<file path="src/rtl/float2fixed_pipe.sv">
// Streaming float-to-fixed expander for the neuron accumulator read path.
// Two-stage valid/ready pipeline: S1 holds {sign, magnitude}, S2 holds the signed result.
module float2fixed_pipe #(
    parameter int EXP_W   = 5,
    parameter int MANT_W  = 10,
    parameter int FIXED_W = 43,
    parameter int CNT_W   = 16
) (
    input  logic                   r_clk,
    input  logic                   r_reset_n,
    input  logic [EXP_W+MANT_W:0]  float_in,
    input  logic                   float_in_valid,
    output logic                   float_in_ready,
    output logic [FIXED_W-1:0]     fixed_out,
    output logic                   fixed_out_valid,
    input  logic                   fixed_out_ready,
    output logic [CNT_W-1:0]       conv_count
);

    localparam int MAG_W = FIXED_W - 1;
    localparam logic [EXP_W:0]     SHIFT_ONE = {{EXP_W{1'b0}}, 1'b1};
    localparam logic [FIXED_W-1:0] FIXED_ONE = {{(FIXED_W-1){1'b0}}, 1'b1};
    localparam logic [CNT_W-1:0]   CNT_ONE   = {{(CNT_W-1){1'b0}}, 1'b1};

    if (FIXED_W != MANT_W + 2**EXP_W + 1) begin : g_width_check
        $error("FIXED_W must equal MANT_W + 2**EXP_W + 1");
    end

    logic                 in_sign_s;
    logic [EXP_W-1:0]     in_exp_s;
    logic [MANT_W-1:0]    in_mant_s;
    logic [EXP_W:0]       shamt_s;
    logic [MAG_W-1:0]     mag_s;
    logic [FIXED_W-1:0]   fixed_s;
    logic                 s2_adv_s;
    logic                 s1_adv_s;
    logic                 out_hs_s;

    logic                 s1_v_r;
    logic                 s1_sign_r;
    logic [MAG_W-1:0]     s1_mag_r;
    logic                 s2_v_r;
    logic [FIXED_W-1:0]   s2_fixed_r;
    logic [CNT_W-1:0]     cnt_r;

    // Handshake control; ready is forced high while reset is applied
    always_comb begin
        s2_adv_s       = ~s2_v_r | fixed_out_ready;
        s1_adv_s       = ~s1_v_r | s2_adv_s;
        out_hs_s       = s2_v_r & fixed_out_ready;
        float_in_ready = s1_adv_s | ~r_reset_n;
    end

    // Field split and magnitude: the mantissa carries its own leading one, so shift by exp+1
    always_comb begin
        in_sign_s = float_in[EXP_W+MANT_W];
        in_exp_s  = float_in[EXP_W+MANT_W-1:MANT_W];
        in_mant_s = float_in[MANT_W-1:0];
        shamt_s   = {1'b0, in_exp_s} + SHIFT_ONE;
        mag_s     = {{(MAG_W-MANT_W){1'b0}}, in_mant_s} << shamt_s;
    end

    // Two's-complement negation of the S1 magnitude; a zero magnitude stays zero
    always_comb begin
        fixed_s = {1'b0, s1_mag_r};
        if (s1_sign_r) begin
            fixed_s = ~{1'b0, s1_mag_r} + FIXED_ONE;
        end else begin
            fixed_s = {1'b0, s1_mag_r};
        end
    end

    // Stage 1 register: data only loads on a real input word so idle inputs never leak in
    always_ff @(posedge r_clk) begin
        if (!r_reset_n) begin
            s1_v_r    <= 1'b0;
            s1_sign_r <= 1'b0;
            s1_mag_r  <= {MAG_W{1'b0}};
        end else if (s1_adv_s) begin
            s1_v_r <= float_in_valid;
            if (float_in_valid) begin
                s1_sign_r <= in_sign_s;
                s1_mag_r  <= mag_s;
            end else begin
                s1_sign_r <= s1_sign_r;
                s1_mag_r  <= s1_mag_r;
            end
        end else begin
            s1_v_r    <= s1_v_r;
            s1_sign_r <= s1_sign_r;
            s1_mag_r  <= s1_mag_r;
        end
    end

    // Stage 2 register: holds the output word stable while downstream stalls
    always_ff @(posedge r_clk) begin
        if (!r_reset_n) begin
            s2_v_r     <= 1'b0;
            s2_fixed_r <= {FIXED_W{1'b0}};
        end else if (s2_adv_s) begin
            s2_v_r <= s1_v_r;
            if (s1_v_r) begin
                s2_fixed_r <= fixed_s;
            end else begin
                s2_fixed_r <= s2_fixed_r;
            end
        end else begin
            s2_v_r     <= s2_v_r;
            s2_fixed_r <= s2_fixed_r;
        end
    end

    // Completed-conversion counter, wraps naturally at full scale
    always_ff @(posedge r_clk) begin
        if (!r_reset_n) begin
            cnt_r <= {CNT_W{1'b0}};
        end else if (out_hs_s) begin
            cnt_r <= cnt_r + CNT_ONE;
        end else begin
            cnt_r <= cnt_r;
        end
    end

    assign fixed_out       = s2_fixed_r;
    assign fixed_out_valid = s2_v_r;
    assign conv_count      = cnt_r;

endmodule
</file>
<file path="config.mk">
export PLATFORM = sky130hd
export DESIGN_NAME = float2fixed_pipe
export DESIGN_NICKNAME = d
export VERILOG_FILES = /design/src/rtl/float2fixed_pipe.sv
export SDC_FILE = /design/constraint.sdc
export NUM_CORES = 1
export LEC_CHECK = 0
export ABC_CLOCK_PERIOD_IN_PS = 2600
export BUFFER_PORTS_ARGS = -buffer_cell sky130_fd_sc_hd__buf_2
export CAP_MARGIN = 40
export CORE_ASPECT_RATIO = 1.4
export CORE_MARGIN = 8
export CORE_UTILIZATION = 48
export CTS_BUF_LIST = sky130_fd_sc_hd__clkbuf_4
export DETAILED_ROUTE_END_ITERATION = 16
export GPL_TIMING_DRIVEN = 0
export PLACE_DENSITY = 0.7
export SYNTH_ARGS = -nofsm -noshare
export SYNTH_HDL_FRONTEND = slang
export SYNTH_SLANG_ARGS = --single-unit
</file>
<file path="constraint.sdc">
create_clock -name r_clk -period 2.6 [get_ports r_clk]
set_input_delay 0.13 -clock r_clk [delete_from_list [all_inputs] [get_ports r_clk]]
set_output_delay 0.13 -clock r_clk [all_outputs]
set_load 0.005 [all_outputs]
</file>
# Word level (Yosys, flattened, before mapping)
# Cells that the tools add are included.
[op_classes]
n_addsub = 3
n_lt_le_gt_ge = 0
n_bitwise = 8
n_div = 0
n_shift = 1
mux = 1
n_reduce_logical = 2
mul = 0
eq_ne = 0
[ops]
columns = ["op", "count"]
rows = [
  ["adder 43 x 1 -> 43 bit (second input constant)", 1],
  ["two-way mux 43 bit", 1],
  ["inverter 42 -> 43 bit", 1],
  ["<< shifter 10 x 6 -> 42 bit", 1],
  ["adder 16 x 1 -> 16 bit (second input constant)", 1],
  ["adder 5 x 1 -> 6 bit (second input constant)", 1],
  ["AND reduction 2 bit", 2],
  ["inverter 1 bit", 3],
  ["OR 1 bit", 3],
  ["AND 1 bit", 1],
]
[word_totals]
register_bits = 104
in_bits = 20
memories = 0
mem_bits_rw = 0
latch_bits = 0
rom_bits = 0
output_inout_bits = 61

# Longest topological paths before layout
[logic_depth]
depth_word = 4
depth_mapped = 8
mapped_depth_nobuf = 7

# Worst setup path before layout
# Ideal clock, no wire load.
[synth_timing]
kind = "register to register"
from = "reg s1_mag_r[7]"
to = "reg s2_fixed_r[40], in the netlist fixed_out[40]"
setup_time_ns = 0.132
setup_slack_ns = 0.259
arrival_ns = 2.208
period_less_slack_ns = 2.341
path_stages_with_launch = 8
required_ns = 2.468
path_cell_list = "dfxtp_1 or4_1 clkbuf_1 or4_4 buf_6 o41ai_2 xor2_1 a21oi_1"
[synth_between]
elab_chain_cells = 3
[synth_lines]
columns = ["element", "line", "source"]
rows = [
  ["start: declaration", "41", "logic [MAG_W-1:0] s1_mag_r;"],
  ["start signal: assignment", "78", "s1_mag_r <= {MAG_W{1'b0}};"],
  ["start signal: assignment", "83", "s1_mag_r <= mag_s;"],
  ["start signal: assignment", "86", "s1_mag_r <= s1_mag_r;"],
  ["inverter 42 -> 43 bit", "67", "fixed_s = ~{1'b0, s1_mag_r} + FIXED_ONE;"],
  ["adder 43 x 1 -> 43 bit", "67", ""],
  ["two-way mux 43 bit", "66", "if (s1_sign_r) begin"],
  ["end signal: assignment", "99", "s2_fixed_r <= {FIXED_W{1'b0}};"],
  ["end signal: assignment", "103", "s2_fixed_r <= fixed_s;"],
  ["end signal: assignment", "105", "s2_fixed_r <= s2_fixed_r;"],
  ["end: declaration", "43", "logic [FIXED_W-1:0] s2_fixed_r;"],
]
# No other way between the ends.
# A chain may end at the register's enable or synchronous reset.

# Worst setup path in the final report
[layout_timing]
from = "reg s1_mag_r[4]"
to = "reg s2_fixed_r[40], in the netlist fixed_out[40]"
# The elaborated chain is that of the path after synthesis.

==> flow_metrics.tcl <==
set metrics [dict create \
    finalWirelength_um 20470 \
    gp_congestion 0.9396 \
    synthArstFlopShare_pct 0 \
    syn_avg_cell_area_um2 8.290 \
    cp.arrival_ns 2.94 \
    critPathMaxFanout 10 \
    max_freq_mhz 389.6 \
    synth_top_area_cell "dfxtp_1" \
    start_util_pct 48.65 \
    drc 0 \
    critPathLaunchType "flip-flop" \
    cts_buffer_depth 2 \
    yosys_most_used_dff "dfxtp_1" \
    first_iter_violations 418 \
    grt-ovfl-total 0 \
    crit_chain "or3_1 -> or4_4 -> buf_6 -> o41ai_2 -> xor2_1 -> a21oi_1" \
    place_ws_ns -0.2594 \
    drt_pass1_iterations 5 \
    num_io_pins 81 \
    cts_tree "yes" \
    nNetsFinal 835 \
    ant_nets 0 \
    antenna_found_initial 1 \
    grt_pass1_wl_um 31530 \
    netlist.area_leader.share_pct 34.93 \
    worst_pin_slew_ns 0.8878 \
    multiInputGateArea_um2 3701 \
    grt_pass1_vias 5863 \
    die_h_um 147.9 \
    clkSlewWorstSetupHoldPaths_ns 0.19 \
    synth_cell_types 64 \
    min_from "fixed_out_ready" \
    ys_seq_area_share_pct 34.93 \
    critical_path.top_delay_family "simple AND/OR/NAND/NOR gates" \
    crit_start "s1_mag_r[4]" \
    final_area_um2 6833 \
    p_leak_nw 2.697 \
    dp_hpwl_um 15880 \
    slew_viol_final 0 \
    worst_slack_ns 0.03316 \
    skew_ns 0.02405 \
    wl_per_cell_um 21.12 \
    relSlewSlack_pct 40.36 \
    path_class "flip-flop to flip-flop" \
    ir_drop_v 0.0002256 \
    rsz0062_at_grt "yes" \
    cts_buffers 9 \
    power_density_nw_per_um2 539.3 \
    num_vias 6050 \
    period_share_pct 98.72 \
    finalPower_mw 3.685 \
    whs_endpoint "fixed_out_valid" \
    fillCellCount 1208 \
    r2r_slack_ns 0.03 \
    htreeDepth 3 \
    netlist_area_um2 5961 \
    synth_edf_count 0 \
    r2r_start "s1_mag_r[4]" \
    finalCriticalPeriod_ns 2.567 \
    yosysWarnings 0 \
    portBuffers 79 \
    drive_gt1_share_pct 17.38 \
    insertion_delay_ns 0.47 \
    avgViaCountPerCell 6.244 \
    grt_use_total_pct 24.81 \
    regArea_um2 2085 \
    required_ns 2.97 \
    cts_root_buf "clkbuf_4" \
    clock_sink_count 104 \
    dp.cells 950 \
    core-area_um2 12250 \
    area_growth_pct 14.63 \
    postSynthRegisterBits 104 \
    cp_slowest_cell "or4_4" \
    setup-violations-final 0 \
    grt_max_degree 21 \
    placed_area_um2 6556 \
    syn-num-nets 742 \
    dieArea_um2 16290 \
    cpPeakStageDelay_ns 0.63 \
    finalHoldViolations 0 \
    final_cells 969 \
    min_path_type "primary input to flip-flop" \
    path_buf_inv 1 \
    end_kind "flip-flop" \
    whs_path_depth 3 \
    cap_violations 0 \
    syn-instance-count 719 \
    final.setup.tns_ns 0 \
    status "finished, final reports clean" \
    timing.rr.end "fixed_out[40]" \
    num_rows 48 \
    fp.dieW_um 110.2 \
    r2r_cells 6 \
    synth_area_leaders "dfxtp_1 35%, xor2_1 4.7%, a21oi_1 3.9%" \
]
-- area by class of cell --
| cell class | instances | area share, % |
|---|---|---|
| multi-input combinational | 549 | 54.17 |
| sequential | 104 | 30.51 |
| timing repair buffer | 85 | 6.519 |
| buffer | 50 | 2.893 |
| tap | 150 | 2.747 |
| clock inverter | 7 | 1.392 |
| clock buffer | 9 | 0.9888 |
| inverter | 13 | 0.7142 |
| antenna | 2 | 0.07325 |
-- sequential cells by signal (all words and copies together), names as in the netlist --
name and count:
s1_sign_r 1, conv_count 16, s1_mag_r 42, s1_v_r 1
fixed_out_valid 1, fixed_out 43
-- metal layers --
layer | vias to the layer above | global-route usage (%) | wire length [um] | part of all wire [%]
met2 | 238 | 44.08 | 10510 | 51
li1 | 2857 | - | - | -
met1 | 2898 | 27.56 | 8175 | 40
met3 | 57 | 3.529 | 899 | 4.4
met5 | - | 0 | 0 | 0
met4 | 0 | 12.58 | 883 | 4.3
-- synthesized netlist by cell type, types with 4 or more instances --
cell type / n
a211o_1: 4
a211oi_1: 15
a21o_1: 6
a21oi_1: 46
a2bb2oi_1: 6
a31oi_1: 8
a32oi_1: 9
and2_1: 7
and3_1: 10
and4_1: 4
clkbuf_1: 47
dfxtp_1: 104
inv_1: 13
mux2_2: 9
mux2i_1: 20
mux4_2: 5
nand2_1: 51
nand2b_1: 13
nand3_1: 14
nand4_1: 6
nand4b_1: 6
nor2_1: 58
nor2b_1: 5
nor3_1: 27
nor4_1: 13
o21ai_0: 45
o22ai_1: 10
o31ai_1: 12
o41ai_1: 7
or2_2: 8
or3_1: 17
or4_1: 9
xnor2_1: 15
xor2_1: 32
-- kinds of logic (layout without fill, tap and decap cells) --
kind of cell               count (synthesis)  count (layout)  synth area share [%]
buffers and inverters                     66             164                 4.324
AOI/OAI and AO/OA                        205             205                 23.24
and+or+nand+nor                          260             260                 23.03
adders and majority gates                  3               3                0.6298
muxes                                     34              34                 6.948
other                                      0               2                     0
DFF                                      104             104                 34.93
xor gates and xnor gates                  47              47                 6.906
-- report_power, final --
part | leakage, nW | switching (mW) | internal (mW)
Clock | 0.0877 | 0.625 | 0.324
Combinational | 1.76 | 0.636 | 0.367
Sequential | 0.847 | 0.0686 | 1.67
-- tightest hold or removal path, stage by stage --
cell	delay [ns]
buf_2	0.10
nand2b_1	0.20
a21oi_1	0.10
-- stage by stage --
| step | util (%) | hold slack (ns) |
|---|---|---|
| floorplan | - | 0.2660 |
| global placement | 53.41 | 0.3936 |
| detailed placement | 53.51 | 0.4001 |
| CTS | 55.20 | 0.05878 |
| global route | 55.77 | 0.1124 |
| finish | 55.77 | 0.08354 |
-- worst max path at each step --
stage	to	slack [ns]	depth (start not counted)
floorplan	fixed_out[40]	0.26	7
CTS	fixed_out[34]	0.0006	7
finish	fixed_out[40]	0.03	6
global placement	s1_mag_r[8]	-0.24	8
global route	fixed_out[40]	-0.03	6
detailed placement	s1_mag_r[8]	-0.26	8
-- what timing repair did --
| action | CTS | global route |
|---|---|---|
| setup buffers | 1 | 0 |
| hold buffers | 3 | 0 |
| endpoints found under the setup margin | 4 | 18 |
| endpoints found under the hold margin | 2 | 0 |
| gates resized for setup | 1 | 14 |
-- layout by cell type (no fill, tap or decap), drive strengths merged, types with 14 or more instances in the layout --
master	n
clkbuf	53
dfxtp	104
mux2i	20
nor3	27
inv	17
nand2	51
or3	17
nor2	58
nor4	14
xor2	32
a21oi	46
o21ai	48
a211oi	15
buf	88
nand3	14
xnor2	15
Note: power is estimated with default switching activity, not from simulation.
